<file path="src/rtl/coproc_pkg.sv">
// Shared definitions for the coprocessor tile dispatcher: FSM state encoding,
// config word field positions and the status write-back tag.
package coproc_pkg;

    typedef enum logic [2:0] {
        ST_IDLE      = 3'd0,
        ST_CFG_RD    = 3'd1,
        ST_CFG_WAIT  = 3'd2,
        ST_DISPATCH  = 3'd3,
        ST_DRAIN     = 3'd4,
        ST_STATUS_WR = 3'd5,
        ST_DONE      = 3'd6
    } state_e;

    // Config word layout: mu[23:16], gamma[15:8], lambda[7:0]
    localparam int CFG_FIELD_W = 8;
    localparam int MU_LSB      = 16;
    localparam int GAMMA_LSB   = 8;
    localparam int LAMBDA_LSB  = 0;

    localparam logic [7:0] STATUS_TAG = 8'h01;

    // Extract one 8-bit field from the config word
    function automatic logic [CFG_FIELD_W-1:0] cfg_field(input logic [31:0] cfg, input int lsb);
        return cfg[lsb +: CFG_FIELD_W];
    endfunction

endpackage

</file>
<file path="src/rtl/coproc_rr_arbiter.sv">
// Round-robin bus arbiter: NUM_CH requests -> one-hot grant.
// A grant is held while its request stays high and vanishes in the same cycle
// the request drops; the search for the next owner starts after the last winner.
// 'block' hides all grants (the dispatcher owns the port that cycle).
module coproc_rr_arbiter
#(
    parameter int NUM_CH = 2
)(
    input  logic              clk,
    input  logic              rst_n,
    input  logic              block,
    input  logic [NUM_CH-1:0] req,
    output logic [NUM_CH-1:0] grant
);
    localparam int PW = (NUM_CH > 1) ? $clog2(NUM_CH) : 1;

    logic [NUM_CH-1:0] grant_q, grant_d;
    logic [PW-1:0]     ptr_q, ptr_d;
    logic              found_s;
    int                idx_s;

    // Keep a live grant, otherwise scan requests starting at the pointer
    always_comb begin
        grant_d = grant_q;
        ptr_d   = ptr_q;
        found_s = 1'b0;
        idx_s   = 0;
        if (block) begin
            grant_d = '0;
        end else if ((grant_q & req) != '0) begin
            grant_d = grant_q;
        end else begin
            grant_d = '0;
            for (int i = 0; i < NUM_CH; i++) begin
                idx_s = (int'(ptr_q) + i) % NUM_CH;
                if (!found_s && req[idx_s]) begin
                    found_s        = 1'b1;
                    grant_d[idx_s] = 1'b1;
                    ptr_d          = PW'((idx_s + 1) % NUM_CH);
                end else begin
                    found_s = found_s;
                end
            end
        end
    end

    // Grant and pointer registers
    always_ff @(posedge clk or negedge rst_n) begin
        if (!rst_n) begin
            grant_q <= '0;
            ptr_q   <= '0;
        end else begin
            grant_q <= grant_d;
            ptr_q   <= ptr_d;
        end
    end

    // A dropped request releases its grant immediately
    assign grant = grant_q & req & {NUM_CH{~block}};

endmodule

</file>
<file path="src/rtl/coproc_tile_dispatcher.sv">
// Host sequencer for NUM_CH matrix coprocessor channels: fetches the config word,
// walks the lambda x gamma tile grid (column inner) handing tiles to free channels,
// and arbitrates channel memory traffic onto the single memory port.
// Optional build macro: STATUS_WRITEBACK_EN adds a one-cycle status report
// (out_status / out_write_status_en) between DRAIN and DONE.
module coproc_tile_dispatcher
    import coproc_pkg::*;
#(
    parameter int NUM_CH          = 2,
    parameter int size            = 3,
    parameter int cell_width      = 32,
    parameter int width           = cell_width * size,
    parameter int index_width     = 8,
    parameter int memory_size_log = 8,
    parameter int CONFIG_ADDR     = 0
)(
    input  logic                              in_clk,
    input  logic                              in_reset,
    input  logic                              in_start,
    output logic                              out_busy,
    output logic                              out_done,
    output logic [cell_width-1:0]             out_config,
    output logic [2*index_width-1:0]          out_tile_count,
    output logic [memory_size_log-1:0]        out_mem_address,
    output logic [width-1:0]                  out_mem_data,
    output logic                              out_mem_read_en,
    output logic                              out_mem_write_en,
    input  logic [width-1:0]                  in_mem_data,
    output logic [width-1:0]                  out_ch_mem_data,
    input  logic [NUM_CH-1:0]                 in_ch_request,
    output logic [NUM_CH-1:0]                 out_ch_grant,
    input  logic [NUM_CH-1:0]                 in_ch_mem_read_en,
    input  logic [NUM_CH-1:0]                 in_ch_mem_write_en,
    input  logic [NUM_CH*memory_size_log-1:0] in_ch_mem_address,
    input  logic [NUM_CH*width-1:0]           in_ch_mem_data,
    output logic [NUM_CH*index_width-1:0]     out_ch_row_index,
    output logic [NUM_CH*index_width-1:0]     out_ch_col_index,
    output logic [index_width-1:0]            out_ch_mu,
    output logic [NUM_CH-1:0]                 out_ch_index_ready,
    input  logic [NUM_CH-1:0]                 in_ch_index_ack,
    input  logic [NUM_CH-1:0]                 in_ch_result_ready
`ifdef STATUS_WRITEBACK_EN
    ,
    output logic [31:0]                       out_status,
    output logic                              out_write_status_en
`endif
);
    localparam int IW  = index_width;
    localparam int MSL = memory_size_log;
    localparam int TCW = 2 * index_width;

    state_e                 state_q, state_d;
    logic [cell_width-1:0]  config_q, config_d;
    logic [TCW-1:0]         tile_count_q, tile_count_d;
    logic [IW-1:0]          row_q, row_d, col_q, col_d;
    logic [NUM_CH-1:0]      ch_ready_q, ch_ready_d;
    logic [NUM_CH-1:0]      ch_busy_q, ch_busy_d;
    logic [NUM_CH*IW-1:0]   ch_row_q, ch_row_d, ch_col_q, ch_col_d;
    logic                   assigned_s;
    logic [IW-1:0]          lambda_s, gamma_s;
    logic [NUM_CH-1:0]      grant_s;
    logic                   unused_ack_s;

    assign lambda_s = cfg_field(config_q[31:0], LAMBDA_LSB);
    assign gamma_s  = cfg_field(config_q[31:0], GAMMA_LSB);

    // Acknowledge is informational only; the channel is tracked via index_ready/result_ready
    assign unused_ack_s = ^in_ch_index_ack;

    coproc_rr_arbiter #(.NUM_CH(NUM_CH)) u_arb (
        .clk   (in_clk),
        .rst_n (in_reset),
        .block (state_q == ST_CFG_RD),
        .req   (in_ch_request),
        .grant (grant_s)
    );

    // Sequencer next state: channel lifecycle, tile walk and job FSM
    always_comb begin
        state_d      = state_q;
        config_d     = config_q;
        tile_count_d = tile_count_q;
        row_d        = row_q;
        col_d        = col_q;
        ch_ready_d   = ch_ready_q;
        ch_busy_d    = ch_busy_q;
        ch_row_d     = ch_row_q;
        ch_col_d     = ch_col_q;
        assigned_s   = 1'b0;

        // Channel: ready -> (result) release cycle -> free on the next cycle
        for (int k = 0; k < NUM_CH; k++) begin
            if (ch_ready_q[k]) begin
                if (in_ch_result_ready[k]) begin
                    ch_ready_d[k] = 1'b0;
                    tile_count_d  = tile_count_d + TCW'(1);
                end else begin
                    ch_ready_d[k] = 1'b1;
                end
            end else if (ch_busy_q[k]) begin
                ch_busy_d[k] = 1'b0;
            end else begin
                ch_busy_d[k] = 1'b0;
            end
        end

        case (state_q)
            ST_IDLE, ST_DONE: begin
                if (in_start) begin
                    state_d      = ST_CFG_RD;
                    tile_count_d = '0;
                end else begin
                    state_d = state_q;
                end
            end
            ST_CFG_RD: begin
                state_d = ST_CFG_WAIT;
            end
            ST_CFG_WAIT: begin
                config_d = in_mem_data[cell_width-1:0];
                row_d    = '0;
                col_d    = '0;
                if (cfg_field(in_mem_data[31:0], LAMBDA_LSB) == 8'd0 ||
                    cfg_field(in_mem_data[31:0], GAMMA_LSB) == 8'd0) begin
                    state_d = ST_DONE;
                end else begin
                    state_d = ST_DISPATCH;
                end
            end
            ST_DISPATCH: begin
                // One tile per cycle, lowest-numbered free channel first
                for (int k = 0; k < NUM_CH; k++) begin
                    if (!assigned_s && !ch_busy_q[k]) begin
                        assigned_s           = 1'b1;
                        ch_busy_d[k]         = 1'b1;
                        ch_ready_d[k]        = 1'b1;
                        ch_row_d[k*IW +: IW] = row_q;
                        ch_col_d[k*IW +: IW] = col_q;
                    end else begin
                        assigned_s = assigned_s;
                    end
                end
                if (assigned_s) begin
                    if (row_q == lambda_s - IW'(1) && col_q == gamma_s - IW'(1)) begin
                        state_d = ST_DRAIN;
                    end else if (col_q == gamma_s - IW'(1)) begin
                        col_d = '0;
                        row_d = row_q + IW'(1);
                    end else begin
                        col_d = col_q + IW'(1);
                    end
                end else begin
                    state_d = ST_DISPATCH;
                end
            end
            ST_DRAIN: begin
                if (ch_busy_q == '0) begin
`ifdef STATUS_WRITEBACK_EN
                    state_d = ST_STATUS_WR;
`else
                    state_d = ST_DONE;
`endif
                end else begin
                    state_d = ST_DRAIN;
                end
            end
            ST_STATUS_WR: begin
                state_d = ST_DONE;
            end
            default: begin
                state_d = ST_IDLE;
            end
        endcase
    end

    // Sequencer registers; reset aborts any job in flight
    always_ff @(posedge in_clk or negedge in_reset) begin
        if (!in_reset) begin
            state_q      <= ST_IDLE;
            config_q     <= '0;
            tile_count_q <= '0;
            row_q        <= '0;
            col_q        <= '0;
            ch_ready_q   <= '0;
            ch_busy_q    <= '0;
            ch_row_q     <= '0;
            ch_col_q     <= '0;
        end else begin
            state_q      <= state_d;
            config_q     <= config_d;
            tile_count_q <= tile_count_d;
            row_q        <= row_d;
            col_q        <= col_d;
            ch_ready_q   <= ch_ready_d;
            ch_busy_q    <= ch_busy_d;
            ch_row_q     <= ch_row_d;
            ch_col_q     <= ch_col_d;
        end
    end

    // Memory port mux: config fetch owns the port, otherwise the granted channel; write beats read
    always_comb begin
        out_mem_address  = '0;
        out_mem_data     = '0;
        out_mem_read_en  = 1'b0;
        out_mem_write_en = 1'b0;
        if (state_q == ST_CFG_RD) begin
            out_mem_address = MSL'(CONFIG_ADDR);
            out_mem_read_en = 1'b1;
        end else begin
            for (int k = 0; k < NUM_CH; k++) begin
                if (grant_s[k]) begin
                    out_mem_address  = in_ch_mem_address[k*MSL +: MSL];
                    out_mem_data     = in_ch_mem_data[k*width +: width];
                    out_mem_write_en = in_ch_mem_write_en[k];
                    out_mem_read_en  = in_ch_mem_read_en[k] & ~in_ch_mem_write_en[k];
                end else begin
                    out_mem_read_en = out_mem_read_en;
                end
            end
        end
    end

`ifdef STATUS_WRITEBACK_EN
    // Status word is only presented during the single write-back cycle
    always_comb begin
        out_status          = 32'h0000_0000;
        out_write_status_en = 1'b0;
        if (state_q == ST_STATUS_WR) begin
            out_status          = {STATUS_TAG, 24'(tile_count_q)};
            out_write_status_en = 1'b1;
        end else begin
            out_write_status_en = 1'b0;
        end
    end
`endif

    assign out_busy           = (state_q != ST_IDLE) && (state_q != ST_DONE);
    assign out_done           = (state_q == ST_DONE);
    assign out_config         = config_q;
    assign out_tile_count     = tile_count_q;
    assign out_ch_mem_data    = in_mem_data;
    assign out_ch_grant       = grant_s;
    assign out_ch_row_index   = ch_row_q;
    assign out_ch_col_index   = ch_col_q;
    assign out_ch_mu          = config_q[MU_LSB +: IW];
    assign out_ch_index_ready = ch_ready_q;

endmodule

</file>
<file path="config.mk">
export PLATFORM = sky130hd
export DESIGN_NAME = coproc_tile_dispatcher
export DESIGN_NICKNAME = d
export VERILOG_FILES = /design/src/rtl/coproc_pkg.sv /design/src/rtl/coproc_rr_arbiter.sv /design/src/rtl/coproc_tile_dispatcher.sv
export SDC_FILE = /design/constraint.sdc
export NUM_CORES = 1
export LEC_CHECK = 0
export BUFFER_PORTS_ARGS = -buffer_cell sky130_fd_sc_hd__buf_4
export CORE_AREA = 5 5 232 234
export DETAILED_ROUTE_END_ITERATION = 6
export DIE_AREA = 0 0 237 239
export SYNTH_ARGS = -nofsm -noshare
export SYNTH_HDL_FRONTEND = slang
export SYNTH_SLANG_ARGS = --single-unit
</file>
<file path="constraint.sdc">
create_clock -name in_clk -period 3.66 [get_ports in_clk]
set_clock_uncertainty 0.2 [all_clocks]
set_input_delay 0.549 -clock in_clk [delete_from_list [all_inputs] [get_ports in_clk]]
set_output_delay 0.549 -clock in_clk [all_outputs]
set_load 0.1 [all_outputs]
</file>
==> impl_results.md, run 1 <==
- First-pass GRT wire length: between 50000 and 60000 um
- TritonCTS buffer count: 9
- Fin. Hold Viols: 0
- Total Wirelength: 38300 um
- Slew @ Worst Pin: 0.809 ns
- RSZ-0062 raised after global routing: false
- Global placement routability congestion: ~0.8
- Most frequent cell after synthesis: nand2_1
- Mean Syn Cell Area: ~9.0 um2
- Gr ovfl total: 0
- Die Y: roughly 240 um
- Clock root buffer: clkbuf_16
- Post-cts repair resize count: 0
- Worst setup SP type: flip-flop
- Global routing's busiest layer: met2
- Postcts setup bufs: 0
- Number of setup violations in the final report: 0
- Drt drc: 0
- Grt met3 use: between 4 and 5%
- Worst VDD drop: just over 0.5 mV
- Layout cells sized above 1: about 48%
- Layout area overhead: 53.0%
- Worst hold path class: in2async
- Nets: approximately 1500
- Post-synth top flop: dfrtp_1
- Worst reg2reg setup slack: about 0.56 ns
- R2R cell count: 9
- Initial Utilization: between 10% and 20%
- Clock transition at path regs: roughly 0.08 ns
- Crit share post-route: 91.1%
- Number of synthesized flops with an enable pin: 0
- Synth warn: 0
- Vias after detailed routing: 7655
- Num rows: 84
- Clock latency on the worst-skew pair: 0.38 ns
- DR pass1 iterations: 5
- Synthesized instance count: just over 800
- I/O pin cnt: a little over 600
- Post-route antenna net violation count: 0
- Critical path type: reg2out
- TritonCTS Sinks: between 100 and 150
- Crit Path Max Fanout: between 100 and 150
- Net Count, Synth: around 1100
- Reg-to-reg critical path startpoint: out_config[8]$_DFFE_PN0N_
- Via density: between 4 and 5
- Core Footprint: a little over 50000 um2
- Outcome: completed
- Min cycle time layout: 3.34 ns
- Synth cell count leaders: 113 x nand2_1, 106 x dfrtp_1, 105 x a22o_1, 104 x buf_4, 42 x clkbuf_1
- Met1 Use GR: 16.0%
- Rel. slew slack: a little under half
- Yosys reg bits: 106
- WP data required: around 2.9 ns
- Pwr/cell area: 1010 nW/um2
- Post-synthesis sequential area ratio: about 36%
- Cells after DPL: about 1900
- Die Area: approximately 57000 um2
- Clk buf depth: 2
- Largest net degree at the start of global routing: 104
- MaxCap Viol Count: 0
- Cts hold-fix bufs: 0
- Cell taking the most area after synthesis: dfrtp_1
- Synthesized area: around 7500 um2
- Global Route Usage Sum: 12.6%
- Grt met2 use: between 15 and 20%
- Yosys top cell area share: between 30% and 40%
- Leak Pwr: 5.69 nW
- Fmax: between 200 and 300 MHz
- Synth async-reset ratio: 100%
- Worst EP arrival: around 2.6 ns
- TNS Setup: 0 ns
- CTS tree: built
- WL per Instance: 20.5 um
- Drt initial violations: 489
- CTS H-tree depth: 3
- Final Max Tran Viols: 0
- Vias in the first global route: roughly 7600
- Die width: 237 um
- Number of port buffers: 482
- Cell variety after synth: 67
- Finished Layout Cells: roughly 1900
- R2R Path End: row_q[1]$_DFFE_PN0P_
- DP Wirelength: about 33000 um
- Top cells by area in the synthesized netlist: dfrtp_1 36%, a22o_1 12%, buf_4 10%
- Kind of end point of the critical path: output port
- Initial antenna violation count: 4
[per-stage QoR]
| step | hold slack (ns) | total power, mW | setup WS, ns | util (%) | instance area [um2] |
|---|---|---|---|---|---|
| floorplan | 0.0534 | 8.83 | 0.181 | - | 7450 |
| global placement | 0.264 | 10.6 | 0.658 | 21.4 | 11100 |
| detailed placement | 0.263 | 10.6 | 0.585 | 21.4 | 11100 |
| CTS | 0.0126 | 11.7 | 0.324 | 22.0 | 11400 |
| global route | 0.0582 | 12.0 | 0.198 | 22.0 | 11400 |
| finish | 0.0109 | 11.6 | 0.325 | 22.0 | 11400 |
[worst max-delay path by stage]
stage	slack (ns)	to	cells after the start	from
after floorplan	0.18	out_done	2	state_q[2]$_DFFE_PN0P_
after global placement	0.66	out_mem_data[20]	6	in_ch_request[1]
after detailed placement	0.58	row_q[0]$_DFFE_PN0P_	9	out_config[8]$_DFFE_PN0N_
after CTS	0.32	out_mem_data[7]	6	state_q[0]$_DFFE_PN0P_
after global routing	0.20	out_mem_data[7]	6	state_q[0]$_DFFE_PN0P_
final	0.32	out_mem_data[18]	6	state_q[0]$_DFFE_PN0P_
[sequential cells by signal, indices dropped and copies added, names as in the netlist]
signal / cells
out_config: 32
out_ch_col_index: 16
out_ch_row_index: 16
out_tile_count: 16
col_q: 8
row_q: 8
state_q: 3
ch_busy_q: 2
out_ch_index_ready: 2
u_arb.grant_q: 2
u_arb.ptr_q: 1
[cells by family after synthesis]
group	after synthesis	synth area share (%)
and+or+nand+nor	258	17.3
DFF	106	35.6
xor gates and xnor gates	40	4.70
muxes	38	5.68
AOI/OAI and AO/OA	198	20.9
buffers and inverters	179	14.8
adders and majority gates	6	1.01
[worst max-delay path: stages (launching register included)]
cell     delay, ns
dfrtp_1       0.48
nor3b_2       0.20
buf_4         0.19
nor3_2        0.26
buf_12        0.37
a22o_1        0.28
buf_4         0.32
[per-layer routing]
layer	vias up	part of all wire, %
met2	325	46
met3	55	8.7
met5	-	0
li1	3563	-
met4	0	3.6
met1	3712	41
[cells in the final DEF, fill, tap and decap left out, types with 5 or more instances in the layout]
cell type and n:
or4_1 8, nor3b_1 6, a21o_1 6, nand4_1 9, xnor2_1 17, inv_1 17
nor3_1 11, xor2_1 23, buf_4 498, ha_1 6, nor4b_1 5, o31ai_1 6
nor4_1 9, nor2_1 40, nand2_1 113, dfrtp_1 106, nand3b_1 5, a22o_1 105
nand3_1 13, mux2_2 34, a21oi_1 24, clkbuf_16 9, and3_1 7, o21ai_0 20
[cell type report]
| type | count | area [um2] |
|---|---|---|
| diodes | 3 | 7.51 |
| clock buffers | 9 | 225 |
| clock inverters | 7 | 67.6 |
| fillers | 5678 | 40400 |
| inverters | 17 | 63.8 |
| multi-input cells | 540 | 3720 |
| flip-flops and latches | 106 | 2650 |
| well taps | 688 | 861 |
| repair buffers | 501 | 3800 |
[power breakdown]
group / switching (mW) / internal [mW] / total, mW / leakage, nW
logic: 6.83 / 1.89 / 8.71 / 4.14
registers: 0.383 / 1.47 / 1.85 / 1.40
clock network: 0.518 / 0.481 / 0.999 / 0.145
(Power assumes the default switching activity.)
==> inputs of run 2 (changes only) <==
--- a/config.mk
+++ b/config.mk
@@ -6,9 +6,11 @@
 export NUM_CORES = 1
 export LEC_CHECK = 0
 export BUFFER_PORTS_ARGS = -buffer_cell sky130_fd_sc_hd__buf_4
-export CORE_AREA = 5 5 232 234
+export CORE_AREA = 5 5 233 235
 export DETAILED_ROUTE_END_ITERATION = 6
-export DIE_AREA = 0 0 237 239
+export DIE_AREA = 0 0 238 240
 export SYNTH_ARGS = -nofsm -noshare
 export SYNTH_HDL_FRONTEND = slang
+export SYNTH_HIERARCHICAL = 1
 export SYNTH_SLANG_ARGS = --single-unit
+export TNS_END_PERCENT = 50
==> run 2 against run 1 <==
Against the previous run:
- utilization up 1.7 points
- clock power up 6%
- register-to-register slack worse by 0.19 ns
- worst hold slack better by 0.16 ns
- design area up 8.3%
- critical endpoint is now out_mem_address[1]
==> impl_results.md, run 2 <==
- CTS H-tree depth: 3
- CTS tree: built
- Fillcell total: approximately 5600
- Initial Utilization: 14.8%
- Slew @ Worst Pin: 0.657 ns
- Final Max Tran Viols: 0
- Synth async-reset ratio: 100%
- Largest family of logic cells by synthesized area: simple AND/OR/NAND/NOR gates
- Clock transition at path regs: roughly 0.08 ns
- Worst hold path class: in2reg
- Core Footprint: roughly 52000 um2
- Worst path max stage delay: 0.54 ns
- Xor-xnor portion of the synthesized cell area: roughly 4.4%
- Top cells by area in the synthesized netlist: dfrtp_1 34%, a22oi_1 11%, buf_4 10%
- Clock root buffer: clkbuf_16
- Final design utilization: a little under a quarter
- Worst EP arrival: approximately 2.7 ns
- Layout area overhead: 60.0%
- Synth Area in Adders: less than 1%
- Pwr/cell area: approximately 1000 nW/um2
- Kind of end point of the critical path: output port
- Die width: approximately 240 um
- Number of port buffers: roughly 480
- Clk buf depth: 2
- Number of setup violations in the final report: 0
- I/O pin cnt: roughly 600
- Die Area: between 50000 and 60000 um2
- Compound-Gate Fraction of Synth Area: a little under a fifth
- Cells after DPL: 1969
- Via density: 4.20
- Worst setup SP type: flip-flop
- Post-DP Area: around 12000 um2
- Hold WS: between 0.15 and 0.2 ns
- Final WS setup: roughly 0.22 ns
- DP Worst Slack: ~0.38 ns
- Drt drc: 0
- Cell variety after synth: 58
- Critical path type: reg2out
- Total Wirelength: 35500 um
- Crit Path Max Fanout: 52
- Gr ovfl total: 0
- Largest register FFs: 32
- Outcome: completed
- Synth cell count leaders: 142 x nor2_1, 120 x nand2_1, 108 x a22oi_1, 106 x dfrtp_1, 105 x buf_4
- Commonest non-fill, non-tap cell in the layout: buf_4
- WL per Instance: ~18 um
- Fmax: 291 MHz
- Worst VDD drop: 0.775 mV
- Vias in the first global route: about 8000
- Finished Cell Area: 12300 um2
- Total power: around 12 mW
- Min cycle time layout: about 3.4 ns
- Post-synthesis sequential area ratio: between 30% and 40%
- Net Count, Synth: 1272
- Vias after detailed routing: between 8000 and 9000
- Initial antenna violation count: 2
- TNS Setup: 0 ns
- Yosys top cell area share: between 30% and 40%
- Mean Syn Cell Area: approximately 8 um2
- Global placement routability congestion: 0.910
- Clock latency on the worst-skew pair: ~0.38 ns
- Crit share post-route: between 90% and 100%
- Fin. Hold Viols: 0
- WP data required: between 2 and 3 ns
- TritonCTS Sinks: approximately 110
- CP Cell Sequence: nand2b_1, nor2_4, nor2_4, nor2b_4, clkbuf_8, a22oi_1, nor2_4, buf_4
- Post-synthesis mux area share: roughly 5.5%
- Number of synthesized flops with an enable pin: 0
- Post-synth top flop: dfrtp_1
- Postcts setup bufs: 0
- Synthesized instance count: about 950
- Rel. slew slack: ~56%
- Post-route antenna net violation count: 0
- Finished Layout Cells: 1988
- Largest net degree at the start of global routing: around 110
- Num rows: between 80 and 90
- Multi-input combinational cell area: between 4000 and 5000 um2
- Die Y: roughly 240 um
- DR pass1 iterations: 6
- Synthesized area: about 7700 um2
- Synth warn: 6
- Layout cells sized above 1: between 50% and 60%
- Nets: roughly 1600
- First-pass GRT wire length: around 50000 um
- Global Route Usage Sum: around 11%
- Simple-gate share of the synthesized area: between 20% and 30%
- DP Wirelength: around 29000 um
- Crit-path most repeated cell: nor2_4
- Drt initial violations: about 570
- Leak Pwr: just under 6 nW
- Yosys reg bits: between 100 and 150
- Most frequent cell after synthesis: nor2_1
- TritonCTS buffer count: 9
- MaxCap Viol Count: 0
- Slowest-stage cell, CP: dfrtp_1
- Storage cell area: approximately 2700 um2
- RSZ-0062 raised after global routing: false
- Cell taking the most area after synthesis: dfrtp_1
- Commonest cells after routing, fill and taps aside: 493 x buf_4, 120 x nand2_1, 108 x a22oi_1, 106 x dfrtp_1, 56 x nor2_4
==> run 2: cell count changes in the layout (fill, tap and decap cells not counted), sizes merged, moves of 6 or more <==
| cell | previous run | this run |
|---|---|---|
| nor2 | 41 | 142 |
| xnor2 | 17 | 24 |
| a22oi | 4 | 108 |
| a21o | 6 | 13 |
| nor3b | 8 | 2 |
| xor2 | 23 | 15 |
| a22o | 105 | 2 |
| nand2 | 113 | 120 |
==> run 2: final cells by class <==
cell class                 count  area share (%)
antenna                        1          0.0203
clock buffer                  10            1.94
clock inverter                 6           0.608
inverter                      16           0.486
multi-input combinational    656            36.7
sequential                   106            21.5
tap                          688            6.97
timing repair buffer         505            31.8
==> run 2: metal layers <==
layer	vias up	GRT usage, %	share of wire [%]
li1	3917	-	-
met1	3951	12.7	37
met2	440	18.3	48
met3	39	6.13	13
met4	2	3.17	1.9
met5	-	0	0.037
==> run 2: report_power, final <==
part / internal (mW) / leakage, nW / switching [mW] / total, mW
registers: 1.45 / 1.41 / 0.413 / 1.86
clock network: 0.557 / 0.148 / 0.501 / 1.06
logic: 2.12 / 4.21 / 7.42 / 9.54
total: 4.13 / 5.77 / 8.33 / 12.5
==> run 2: cells by family (layout without fill, tap and decap cells) <==
logic type	Yosys count	after routing
XOR/XNOR	39	39
other	0	1
adder cells (fa/ha/maj)	6	6
buffers and inverters	187	537
multiplexers	38	38
AND/OR/NAND/NOR	366	366
AO/OA/AOI/OAI	207	207
flip-flops	106	106
==> run 2: repair_timing <==
| item | in CTS | in global routing |
|---|---|---|
| gates resized for setup | 0 | 3 |
| setup endpoints to repair | 0 | 8 |
| endpoints found under the hold margin | 43 | 0 |
| hold buffers | 1 | 0 |
==> run 2: critical path: cells and delay by family, from the launching register on <==
kind            cells  cell delay (ns)
compound gates      1             0.18
buf+inv             2             0.71
flops               1             0.54
simple gates        5             0.85
==> run 2: worst paths after layout <==
check                      slack [ns]                  startpoint  depth (start not counted)                      endpoint
setup / recovery                 0.22      state_q[0]$_DFFE_PN0P_                          8            out_mem_address[1]
hold / removal                   0.17             in_mem_data[18]                          3    out_config[18]$_DFFE_PN0N_
setup reg to reg                 0.37   out_config[2]$_DFFE_PN0N_                          7        state_q[1]$_DFFE_PN0P_
hold reg to reg                  0.28  out_config[31]$_DFFE_PN0N_                          2    out_config[31]$_DFFE_PN0N_
max in group asynchronous        1.74                    in_reset                          3  u_arb/grant_q[0]$_DFFE_PN0P_
min in group asynchronous        0.51                    in_reset                          2    out_config[29]$_DFFE_PN0N_
==> inputs of run 3 (changes only) <==
--- a/config.mk
+++ b/config.mk
@@ -9,6 +9,7 @@
 export CORE_AREA = 5 5 233 235
 export DETAILED_ROUTE_END_ITERATION = 6
 export DIE_AREA = 0 0 238 240
+export REMOVE_ABC_BUFFERS = 1
 export SYNTH_ARGS = -nofsm -noshare
 export SYNTH_HDL_FRONTEND = slang
 export SYNTH_HIERARCHICAL = 1
==> run 3 against run 2 <==
Against the previous run:
- final cell count increased by 0.15%
- maximum frequency increased by 1.1%
- design area decreased by 5.0%
- critical path type unchanged
- global-route usage increased by 1.4 points
- critical endpoint is now out_mem_data[37]
- sequential power about the same
- utilization decreased by 1.2 points
- worst setup slack improved by 0.038 ns
- clock power decreased by 7%
- sequential cell count unchanged
- non-clock buffer count increased by 3
- critical path depth increased by 1
==> impl_results.md, run 3 (same netlist as run 2, synthesis figures left out) <==
- Layout area overhead: 52.0%
- Fmax: about 290 MHz
- Final WS setup: between 0.2 and 0.3 ns
- Post-DP Area: 11400 um2
- Worst VDD drop: 0.791 mV
- CTS tree: built
- Critical path type: reg2out
- WL per Instance: between 15 and 20 um
- Die Area: 57100 um2
- Num rows: 84
- Clk buf depth: 2
- Pwr/cell area: 1020 nW/um2
- Finished Layout Cells: 1991
- Worst setup SP type: flip-flop
- Int Pwr: around 3.9 mW
- Rel. slew slack: 36.9%
- Crit share post-route: between 90 and 100%
- Final Max Tran Viols: 0
- Commonest non-fill, non-tap cell in the layout: buf_4
- Commonest cells after routing, fill and taps aside: 502 x buf_4, 139 x nor2_1, 120 x nand2_1, 108 x a22oi_1, 106 x dfrtp_1
- Via density: 4.20
- Fillcell total: 5670
- Total Wirelength: 39500 um
- Initial antenna violation count: 1
- Die Y: 240 um
- Core Footprint: about 52000 um2
- DP Worst Slack: 0.345 ns
- Vias after detailed routing: around 8400
- Clock latency on the worst-skew pair: roughly 0.38 ns
- CTS H-tree depth: 3
- Worst hold path class: in2reg
- Die width: between 200 and 250 um
- TNS Setup: 0 ns
- Global placement routability congestion: ~0.97
- Worst EP arrival: between 2 and 3 ns
- Nets: roughly 1600
- First-pass GRT wire length: between 50000 and 60000 um
- Number of setup violations in the final report: 0
- Sequential cell fraction of total power: about 16%
- Crit Path Max Fanout: a little under 50
- Initial Utilization: 14.8%
- Kind of end point of the critical path: output port
- NetSw: between 8 and 9 mW
- Leak Pwr: around 5.8 nW
- Largest net degree at the start of global routing: roughly 110
- Slew @ Worst Pin: ~0.94 ns
- Crit-path leading delay family: simple AND/OR/NAND/NOR gates
- Cells after DPL: 1970
- Gr ovfl total: 0
- Global Route Usage Sum: between 10% and 20%
- Largest register FFs: 32
- Clock transition at path regs: about 0.080 ns
- Combinational Power Share: about three quarters
- Vias in the first global route: approximately 8100
- Slowest-stage cell, CP: dfrtp_1
- Worst path max stage delay: around 0.49 ns
- Clock power frac: between 8 and 9%
- Finished Cell Area: 11700 um2
- TritonCTS buffer count: 9
- Sw Ratio: between 60% and 70%
- DP Wirelength: about 32000 um
- I/O pin cnt: around 610
- CP Cell Sequence: nand2b_1, nor2_4, nor2_1, nor2b_4, buf_12, buf_12, a22oi_1, nor2_1, buf_4
- Number of port buffers: roughly 480
- RSZ-0062 raised after global routing: false
- Post-cts repair resize count: 0
- Drt drc: 0
- TritonCTS Sinks: approximately 110
- Drt initial violations: 569
- Layout cells sized above 1: 43.6%
- DR pass1 iterations: 5
- Clock root buffer: clkbuf_16
- Final design utilization: about 23%
- WP data required: 2.91 ns
- Fin. Hold Viols: 0
- Outcome: completed
- Worst path bufs/invs: 3
- MaxCap Viol Count: 0
- Post-route antenna net violation count: 0
- Min cycle time layout: ~3.4 ns
-- run 3: cell count changes in the layout (fill, tap and decap cells not counted) --
cell / change
clkbuf_1: +1
nor2_2: -52
buf_12: -4
inv_6: +1
buf_4: +9
clkbuf_16: -1
nor2_1: +106
clkinvlp_4: -1
nor2_4: -54
inv_8: +1
bufinv_16: -1
clkbuf_8: -2
-- run 3: timing repair --
action	in CTS	in global routing
setup endpoints to repair	0	9
endpoints found under the hold margin	9	0
hold buffers	1	0
buffers inserted	0	3
-- run 3: area by class of cell --
cell class | count | area [um2] | share of cell area (%)
repair buffers | 508 | 3880 | 33.1
well taps | 688 | 861 | 7.34
clock buffers | 10 | 229 | 1.95
clock inverters | 6 | 57.6 | 0.491
multi-input cells | 656 | 3990 | 34.0
diodes | 1 | 2.50 | 0.0213
flip-flops and latches | 106 | 2650 | 22.6
inverters | 16 | 60.1 | 0.512
-- run 3: final timing paths --
kind / start / to / slack (ns) / cells after the start
setup reg to reg: out_config[2]$_DFFE_PN0N_ / state_q[1]$_DFFE_PN0P_ / 0.30 / 7
max in group asynchronous: in_reset / u_arb/grant_q[0]$_DFFE_PN0P_ / 1.93 / 3
setup / recovery: state_q[2]$_DFFE_PN0P_ / out_mem_data[37] / 0.26 / 9
min in group asynchronous: in_reset / out_config[5]$_DFFE_PN0N_ / 0.53 / 2
hold / removal: in_mem_data[28] / out_config[28]$_DFFE_PN0N_ / 0.18 / 3
hold reg to reg: out_config[28]$_DFFE_PN0N_ / out_config[28]$_DFFE_PN0N_ / 0.29 / 2
-- run 3: power groups by stage --
stage                     sequential [mW]  clock [mW]  combinational (mW)
after global placement               1.85           0                9.07
final                                1.85       0.988                9.07
after detailed placement             1.87           0                9.13
after CTS                            1.85        1.04                9.13
after floorplan                      3.67           0                4.88
after global routing                 1.91        1.07                9.46
-- run 3: tightest hold or removal path, stage by stage --
cell and delay (ns):
buf_4 0.08, nand2_1 0.04, nand2_1 0.05
-- run 3: per-layer routing --
layer	vias to the layer above	wire (um)	GRT usage (%)
met5	-	185	3.03
met4	6	575	2.52
met3	30	4690	5.95
met2	493	18500	20.3
met1	3923	15500	15.3
li1	3911	-	-
-- run 3: metrics by stage --
| stage | hold WS [ns] | power [mW] |
|---|---|---|
| 5_1_grt | 0.171 | 12.4 |
| 3_5_place_dp | 0.265 | 11.0 |
| 4_1_cts | 0.152 | 12.0 |
| 2_1_floorplan | 0.0534 | 8.55 |
| 3_3_place_gp | 0.261 | 10.9 |
| 6_report | 0.178 | 11.9 |
